===== src/rtl/conv_pkg.sv =====
// conv_pkg: shared state encoding and parameter-derived index helpers for the window controller
package conv_pkg;
  typedef enum logic [2:0] {
    S_IDLE    = 3'd0,
    S_FILL    = 3'd1,
    S_COMPUTE = 3'd2,
    S_SKIP    = 3'd3,
    S_DONE    = 3'd4
  } state_t;
  function automatic int first_idx(input int k);
    return k - 1;
  endfunction
  function automatic int skip_end(input int k);
    return k - 2;
  endfunction
  function automatic int last_idx(input int n);
    return n - 1;
  endfunction
  function automatic bit stride_ok(input int s);
    return s == 1 || s == 2;
  endfunction
endpackage


===== src/rtl/conv_raster_cnt.sv =====
// conv_raster_cnt: column/row raster counters with wrap, clear and enable
module conv_raster_cnt
  import conv_pkg::*;
#(
  parameter int IMG_W = 16,
  parameter int IMG_H = 16
) (
  input  logic                     clk,
  input  logic                     rst,
  input  logic                     clr,
  input  logic                     en,
  output logic [$clog2(IMG_W)-1:0] col,
  output logic [$clog2(IMG_H)-1:0] row
);
  localparam int CW = $clog2(IMG_W);
  localparam int RW = $clog2(IMG_H);
  localparam logic [CW-1:0] LAST_C = CW'(last_idx(IMG_W));
  localparam logic [RW-1:0] LAST_R = RW'(last_idx(IMG_H));
  always_ff @(posedge clk or posedge rst) begin
    if (rst) begin
      col <= '0;
      row <= '0;
    end else if (clr) begin
      col <= '0;
      row <= '0;
    end else if (en) begin
      col <= (col == LAST_C) ? '0 : col + 1'b1;
      if (col == LAST_C) row <= (row == LAST_R) ? '0 : row + 1'b1;
    end
  end
endmodule


===== src/rtl/conv_window_ctrl.sv =====
// conv_window_ctrl: frame sequencing FSM and K x K window/stride decode for the line-buffered convolution
module conv_window_ctrl
  import conv_pkg::*;
#(
  parameter int IMG_W  = 16,
  parameter int IMG_H  = 16,
  parameter int K      = 3,
  parameter int STRIDE = 1
) (
  input  logic                     clk,
  input  logic                     rst,
  input  logic                     start,
  input  logic                     in_valid,
  output state_t                   state,
  output logic                     busy,
  output logic [$clog2(IMG_W)-1:0] col_cnt,
  output logic [$clog2(IMG_H)-1:0] row_cnt,
  output logic                     win_valid,
  output logic                     frame_done
);
  localparam int CW = $clog2(IMG_W);
  localparam int RW = $clog2(IMG_H);
  localparam logic [CW-1:0] FIRST_C = CW'(first_idx(K));
  localparam logic [RW-1:0] FIRST_R = RW'(first_idx(K));
  localparam logic [CW-1:0] SKIP_C  = CW'(skip_end(K));
  localparam logic [CW-1:0] LAST_C  = CW'(last_idx(IMG_W));
  localparam logic [RW-1:0] LAST_R  = RW'(last_idx(IMG_H));
  if (!stride_ok(STRIDE)) begin : g_bad_stride
    $error("conv_window_ctrl: STRIDE must be 1 or 2");
  end
  logic accept, geom, aligned, clr;
  assign accept  = in_valid && busy;
  assign clr     = (state == S_IDLE) && start;
  assign geom    = (row_cnt >= FIRST_R) && (col_cnt >= FIRST_C);
  // parity of (pos - (K-1)) reduces to comparing LSBs
  assign aligned = (STRIDE == 1) || ((row_cnt[0] == FIRST_R[0]) && (col_cnt[0] == FIRST_C[0]));
  conv_raster_cnt #(.IMG_W(IMG_W), .IMG_H(IMG_H)) u_cnt (
    .clk (clk),
    .rst (rst),
    .clr (clr),
    .en  (accept),
    .col (col_cnt),
    .row (row_cnt)
  );
  // only SKIP/FILL cover non-window pixels, so the window flag needs no state gating
  always_ff @(posedge clk or posedge rst) begin
    if (rst) begin
      state      <= S_IDLE;
      busy       <= 1'b0;
      win_valid  <= 1'b0;
      frame_done <= 1'b0;
    end else begin
      win_valid  <= accept && geom && aligned;
      frame_done <= 1'b0;
      case (state)
        S_IDLE: if (start) begin
          state <= S_FILL;
          busy  <= 1'b1;
        end
        S_FILL: if (accept && row_cnt == FIRST_R && col_cnt == FIRST_C) state <= S_COMPUTE;
        S_COMPUTE: if (accept && col_cnt == LAST_C) begin
          state      <= (row_cnt == LAST_R) ? S_DONE : S_SKIP;
          busy       <= (row_cnt != LAST_R);
          frame_done <= (row_cnt == LAST_R);
        end
        S_SKIP: if (accept && col_cnt == SKIP_C) state <= S_COMPUTE;
        default: begin
          state <= S_IDLE;
          busy  <= 1'b0;
        end
      endcase
    end
  end
endmodule


===== config.mk =====
export PLATFORM = sky130hd
export DESIGN_NAME = conv_window_ctrl
export DESIGN_NICKNAME = d
export VERILOG_FILES = /design/src/rtl/conv_pkg.sv /design/src/rtl/conv_raster_cnt.sv /design/src/rtl/conv_window_ctrl.sv
export SDC_FILE = /design/constraint.sdc
export NUM_CORES = 1
export LEC_CHECK = 0
export CORE_MARGIN = 4
export CORE_UTILIZATION = 40
export CTS_BUF_LIST = sky130_fd_sc_hd__clkbuf_8
export CTS_CLUSTER_SIZE = 28
export DETAILED_ROUTE_END_ITERATION = 8
export PLACE_DENSITY = 0.71
export SETUP_SLACK_MARGIN = 0.2
export SYNTH_ARGS = -nofsm -noshare
export SYNTH_HDL_FRONTEND = slang
export SYNTH_SLANG_ARGS = --single-unit
export TNS_END_PERCENT = 5

===== constraint.sdc =====
create_clock -name clk -period 3.3 [get_ports clk]
set_input_delay 0.33 -clock clk [delete_from_list [all_inputs] [get_ports clk]]
set_output_delay 0.33 -clock clk [all_outputs]
set_load 0.03 [all_outputs]

-- Word-level counts from Yosys, hierarchy flattened
Cells that the tools add are included.
Widths: inputs -> output; s select.
- flip-flop bits (word level): 14
- input bits: 4
- output and inout port bits: 14
- logic and storage cells: 57
- add/subtract/negate cells: 2
- order comparisons: 2
- eq/ne operators: 13
- muxes and demuxes: 18
- bitwise gates (word level): 1
- reductions and logical operators: 15
- operator list (kind ; number):
    $mux 4 ; 7
    $mux 3 ; 5
    $pmux 3 s4 ; 1
    $add 4x1->4 const B ; 2
    $eq 4x2->1 const B ; 2
    $eq 4x4->1 const B ; 2
    $ge 4x2->1 const B ; 2
    $logic_and 1x1->1 ; 8
    $ne 2x2->1 const B ; 4
    $eq 3x2->1 const B ; 2
    $eq 4x1->1 const B ; 1
    $mux 1 ; 4
    $ne 4x4->1 const B ; 1
    $reduce_and 4->1 ; 1
    $reduce_bool 2->1 ; 2
    $eq 3x1->1 const B ; 1
    $logic_not 3->1 ; 1
    $pmux 1 s3 ; 1
    $reduce_and 3->1 ; 1
    $reduce_and 2->1 ; 1
    $reduce_or 2->1 ; 1
    $not 1->1 ; 1

-- Logic depth before layout (Yosys ltp)
- depth in word-level cells: 5
- gate-level depth with buffers: 6
- depth with buffers taken out: 6

-- Modules after synthesis
From an unflattened synthesis, not the netlist that was laid out.
- cell total of the unflattened synthesis: 82
- area total of the unflattened synthesis: 788.3 µm²
- modules (own cells, without submodules) (module ; instances ; cells an instance ; area an instance (µm²) ; seq. area each (µm²)):
    conv_raster_cnt ; 1 ; 43 ; 419.2 ; 200.2
    conv_window_ctrl ; 1 ; 39 ; 369.1 ; 150.1

-- Worst setup path before layout
Ideal clock, no wire load.
- kind: flip-flop to flip-flop
- from: register u_cnt.row[1]
- to: register state[0]
- setup time: 120 ps
- data arrival time: 1491 ps
- data required time: 3180 ps
- path slack: 1689 ps
- stages on the path, launching flop included: 5
- buffers on the path: 0
- period minus slack after synthesis: 1611 ps
- cells stage by stage: dfrtp_1 > ha_1 > nand3_1 > a31o_2 > a31o_2
- longest elaborated chain between the ends: 5
- elaborated cells between the ends (all ways): 9
- classes of those cells: eq/ne: 3; mux: 3; reduce/logical: 3
- RTL lines (what ; line ; source):
    start: declaration ; conv_raster_cnt.sv:13 ; output logic [$clog2(IMG_H)-1:0] row
    start signal: assignment ; conv_raster_cnt.sv:28 ; if (col == LAST_C) row <= (row == LAST_R) ? '0 : row + 1'b1;
    $eq 4x2->1 ; conv_window_ctrl.sv:60 ; S_FILL: if (accept && row_cnt == FIRST_R && col_cnt == FIRST_C) state <= S_COMPUTE;
    $logic_and 1x1->1 (2 in series) ; conv_window_ctrl.sv:60 ;
    $ne 2x2->1 (no source line) ; n/a ;
    $reduce_and 4->1 (no source line) ; n/a ;
    end signal: assignment ; conv_window_ctrl.sv:62 ; state <= (row_cnt == LAST_R) ? S_DONE : S_SKIP;
    end: declaration ; conv_window_ctrl.sv:14 ; output state_t state,
Parallel ways exist; a longest one is shown, timed or not. The select of a mux whose other input is x is not followed.
A chain may end at the register's enable or synchronous reset.

-- Worst setup path in the final report
- from: register state[1]
- to: output state[1]
No word-level cell between the ends.

==> flow_metrics.py <==
metrics = {
    "floorplan": {
        "num_io_pins": 18,
        "die_area_um2": 2770,
        "start_util_pct": 44.24,
        "fp.coreArea_um2": 1802,
        "die_w_um": 52.64,
        "rows": 15,
        "die_y_um": 52.64,
    },
    "critical_path": {
        "path_buf_inv": 1,
        "cp.arrival_ps": 1510,
        "path_max_fanout": 9,
        "worstSetupPathType": "reg2out",
        "crit_chain": "clkdlybuf4s50_1",
        "crit_path_start_kind": "flop",
        "r2r_cells": 6,
        "critPathSlowestCell": "clkdlybuf4s50_1",
        "worstSetupPathDepth": 1,
        "cp_slowest_stage_delay_ps": 740,
        "crit_path_end_kind": "output pin",
        "r2r_setup_slack_ps": 1690,
        "crit_required_ps": 2970,
        "cp_top_family": "buffers and inverters",
    },
    "sta": {
        "tns_ps": 0,
        "hold_viol_final": 0,
        "setup_viol": 0,
        "max_freq_mhz": 542.4,
        "finalCritPeriodShare_pct": 55.87,
        "timing.final.crit_period_ps": 1844,
        "fin_skew_ps": 0.8523,
        "slew_violations": 0,
        "tightestPinTransition_ps": 627.4,
        "holdWs_ps": 415.1,
        "rsz0062_at_grt": "no",
        "slew_headroom_pct": 58.00,
    },
    "final_layout": {
        "fin_cells": 126,
        "drive_gt1_share_pct": 11.88,
        "syn_to_final_growth_pct": 29.20,
        "layout.nets": 111,
        "n_antenna_cell": 0,
        "n_fill_cell": 184,
        "final_util_pct": 57.15,
    },
    "drt": {
        "avgViaCountPerCell": 5.262,
        "ant_nets": 0,
        "drt_wl_total_um": 1617,
        "post_drt_wl_per_cell_um": 12.83,
        "drt_iter0_markers": 17,
        "vias": 663,
        "drtPass1Iterations": 4,
        "drc": 0,
    },
    "synth": {
        "synthArstFlopShare_pct": 100.0,
        "syn_nets": 92,
        "yosysUniqueCellTypes": 28,
        "syn_avg_cell_area_um2": 9.603,
        "yosys.area.top_type": "dfrtp_1",
        "synth.top_cell.area_share_pct": 43.96,
        "synthCells": 83,
        "synthFlopType": "dfrtp_1",
        "synth_edf_count": 0,
        "seq_area_frac_synth_pct": 43.96,
        "synthTopCellsByArea": "dfrtp_1 44%, ha_1 7.8%, nor2_1 5.2%, a21oi_1 3.8%, nand3_1 3.8%",
        "yosys_warnings": 0,
        "ys_ff_latch": 14,
        "syn_area_um2": 797.0,
    },
    "global_route": {
        "antenna_found_initial": 0,
        "grt_max_degree": 15,
        "track_usage_pct": 14.67,
        "overflow": 0,
        "grt_pass1_vias": 617,
        "grt_pass1_wl_um": 2835,
    },
    "cts": {
        "cts_tree": "done",
        "clock-root-buffer": "clkbuf_8",
        "cts_buffers": 3,
        "clock_path_buffers": 2,
        "h-tree-depth": 1,
        "cts_hold_buf": 0,
        "post_cts_buffers": 0,
        "cts.sinks": 14,
        "clock_latency_ps": 250,
        "clk_pin_slew_ps": 60,
        "cts_resized": 0,
    },
    "power_and_ir_drop": {
        "cellPowerDensity_nw_per_um2": 627.5,
        "p_leak_nw": 0.4261,
        "clock_power_share_pct": 26.0,
        "peakVddDrop_mv": 0.4419,
        "power.internal_mw": 0.4026,
        "netSwitchingFraction_pct": 37.70,
        "p_sw_mw": 0.2436,
        "power_mw": 0.6461,
        "seqPwrFrac_pct": 38.9,
        "pwr-share-comb_pct": 35.1,
    },
    "place": {
        "port_buffers": 17,
        "placedCellCount": 122,
        "hpwl_um": 1164,
        "gp_congestion": 0.7731,
    },
    "status": {
        "status": "complete, no violations",
    },
    "flow_run": {
        "cap_violations": 0,
    },
    "worst_hold_path": {
        "worstHoldPathType": "in2async",
    },
}
-- state kept, by name, summed over array words and instances (netlist names) --
name        cells
win_valid       1
u_cnt.col       4
u_cnt.row       4
frame_done      1
busy            1
state           3
-- synthesized netlist by cell type, drive strengths merged, types with 2 or more instances --
| master | number |
|---|---|
| dfrtp | 14 |
| nor2 | 12 |
| nand2 | 8 |
| a21oi | 7 |
| nand3 | 6 |
| ha | 5 |
| inv | 5 |
| nor3 | 4 |
| a31o | 3 |
| nand4 | 3 |
| buf | 2 |
| o41ai | 2 |
| xor2 | 2 |
-- cells by family (layout without fill, tap and decap cells) --
family          after synthesis  in the layout  share of synthesized area, %
simple gates                 37             37                         25.59
fa+ha+maj                     5              5                         7.849
compound gates               17             17                         15.07
xor+xnor                      2              2                         2.198
flops                        14             14                         43.96
buf+inv                       8             26                         5.336
-- path summary, 6_finish.rpt --
path                                   start      endpoint
worst max-delay path                state[1]      state[1]
worst min-delay path                     rst  u_cnt.row[3]
worst max register to register  u_cnt.col[0]      state[0]
worst min register to register          busy          busy
max in group asynchronous                rst  u_cnt.row[2]
min in group clk                        busy          busy
-- final cells by class --
class	count	area [µm²]	area share (%)
clock buffers	4	55.05	5.346
inverters	5	18.77	1.823
multi-input cells	61	404.1	39.25
flip-flops and latches	14	350.3	34.02
well taps	25	31.28	3.038
repair buffers	17	170.2	16.52
-- placed cells by master (no fill, tap or decap) --
| master | count |
|---|---|
| dfrtp_1 | 14 |
| nor4b_4 | 1 |
| nand4_1 | 3 |
| clkbuf_8 | 4 |
| nand2_4 | 1 |
| and2_4 | 1 |
| xor2_1 | 2 |
| o211ai_1 | 1 |
| nand2_1 | 7 |
| a21oi_1 | 6 |
| a211oi_1 | 1 |
| o41ai_1 | 2 |
| nor2_2 | 1 |
| inv_1 | 5 |
| a31o_2 | 2 |
| o2111ai_1 | 1 |
| a21oi_2 | 1 |
| a41oi_1 | 1 |
| a31o_1 | 1 |
| nand3_1 | 6 |
| or4_4 | 1 |
| ha_1 | 5 |
| o21ai_0 | 1 |
| and3_1 | 1 |
| clkdlybuf4s50_1 | 17 |
| nor3_1 | 4 |
| nor2_1 | 11 |
-- power by group through the flow --
stage,combinational (mW),clock [mW],sequential (mW)
after floorplan,0.101,0,0.298
after global placement,0.224,0,0.253
after detailed placement,0.227,0,0.253
after CTS,0.228,0.175,0.251
after global routing,0.249,0.182,0.260
final,0.227,0.168,0.252
-- through the flow --
step | setup slack (ps) | cell area, µm²
after detailed placement | 1588 | 974.7
after floorplan | 1689 | 797.0
after global placement | 1619 | 974.7
after global routing | 1402 | 1030
after CTS | 1444 | 1030
final | 1456 | 1030
-- routing by layer --
layer / vias up / GRT usage, % / share of wire [%]
met5: - / 0 / 0
met4: 0 / 10.21 / 2.9
met3: 5 / 5.413 / 6.1
met2: 17 / 20.45 / 41
met1: 307 / 18.36 / 50
li1: 334 / - / -
No activity file was read; power rests on OpenSTA's default activity.
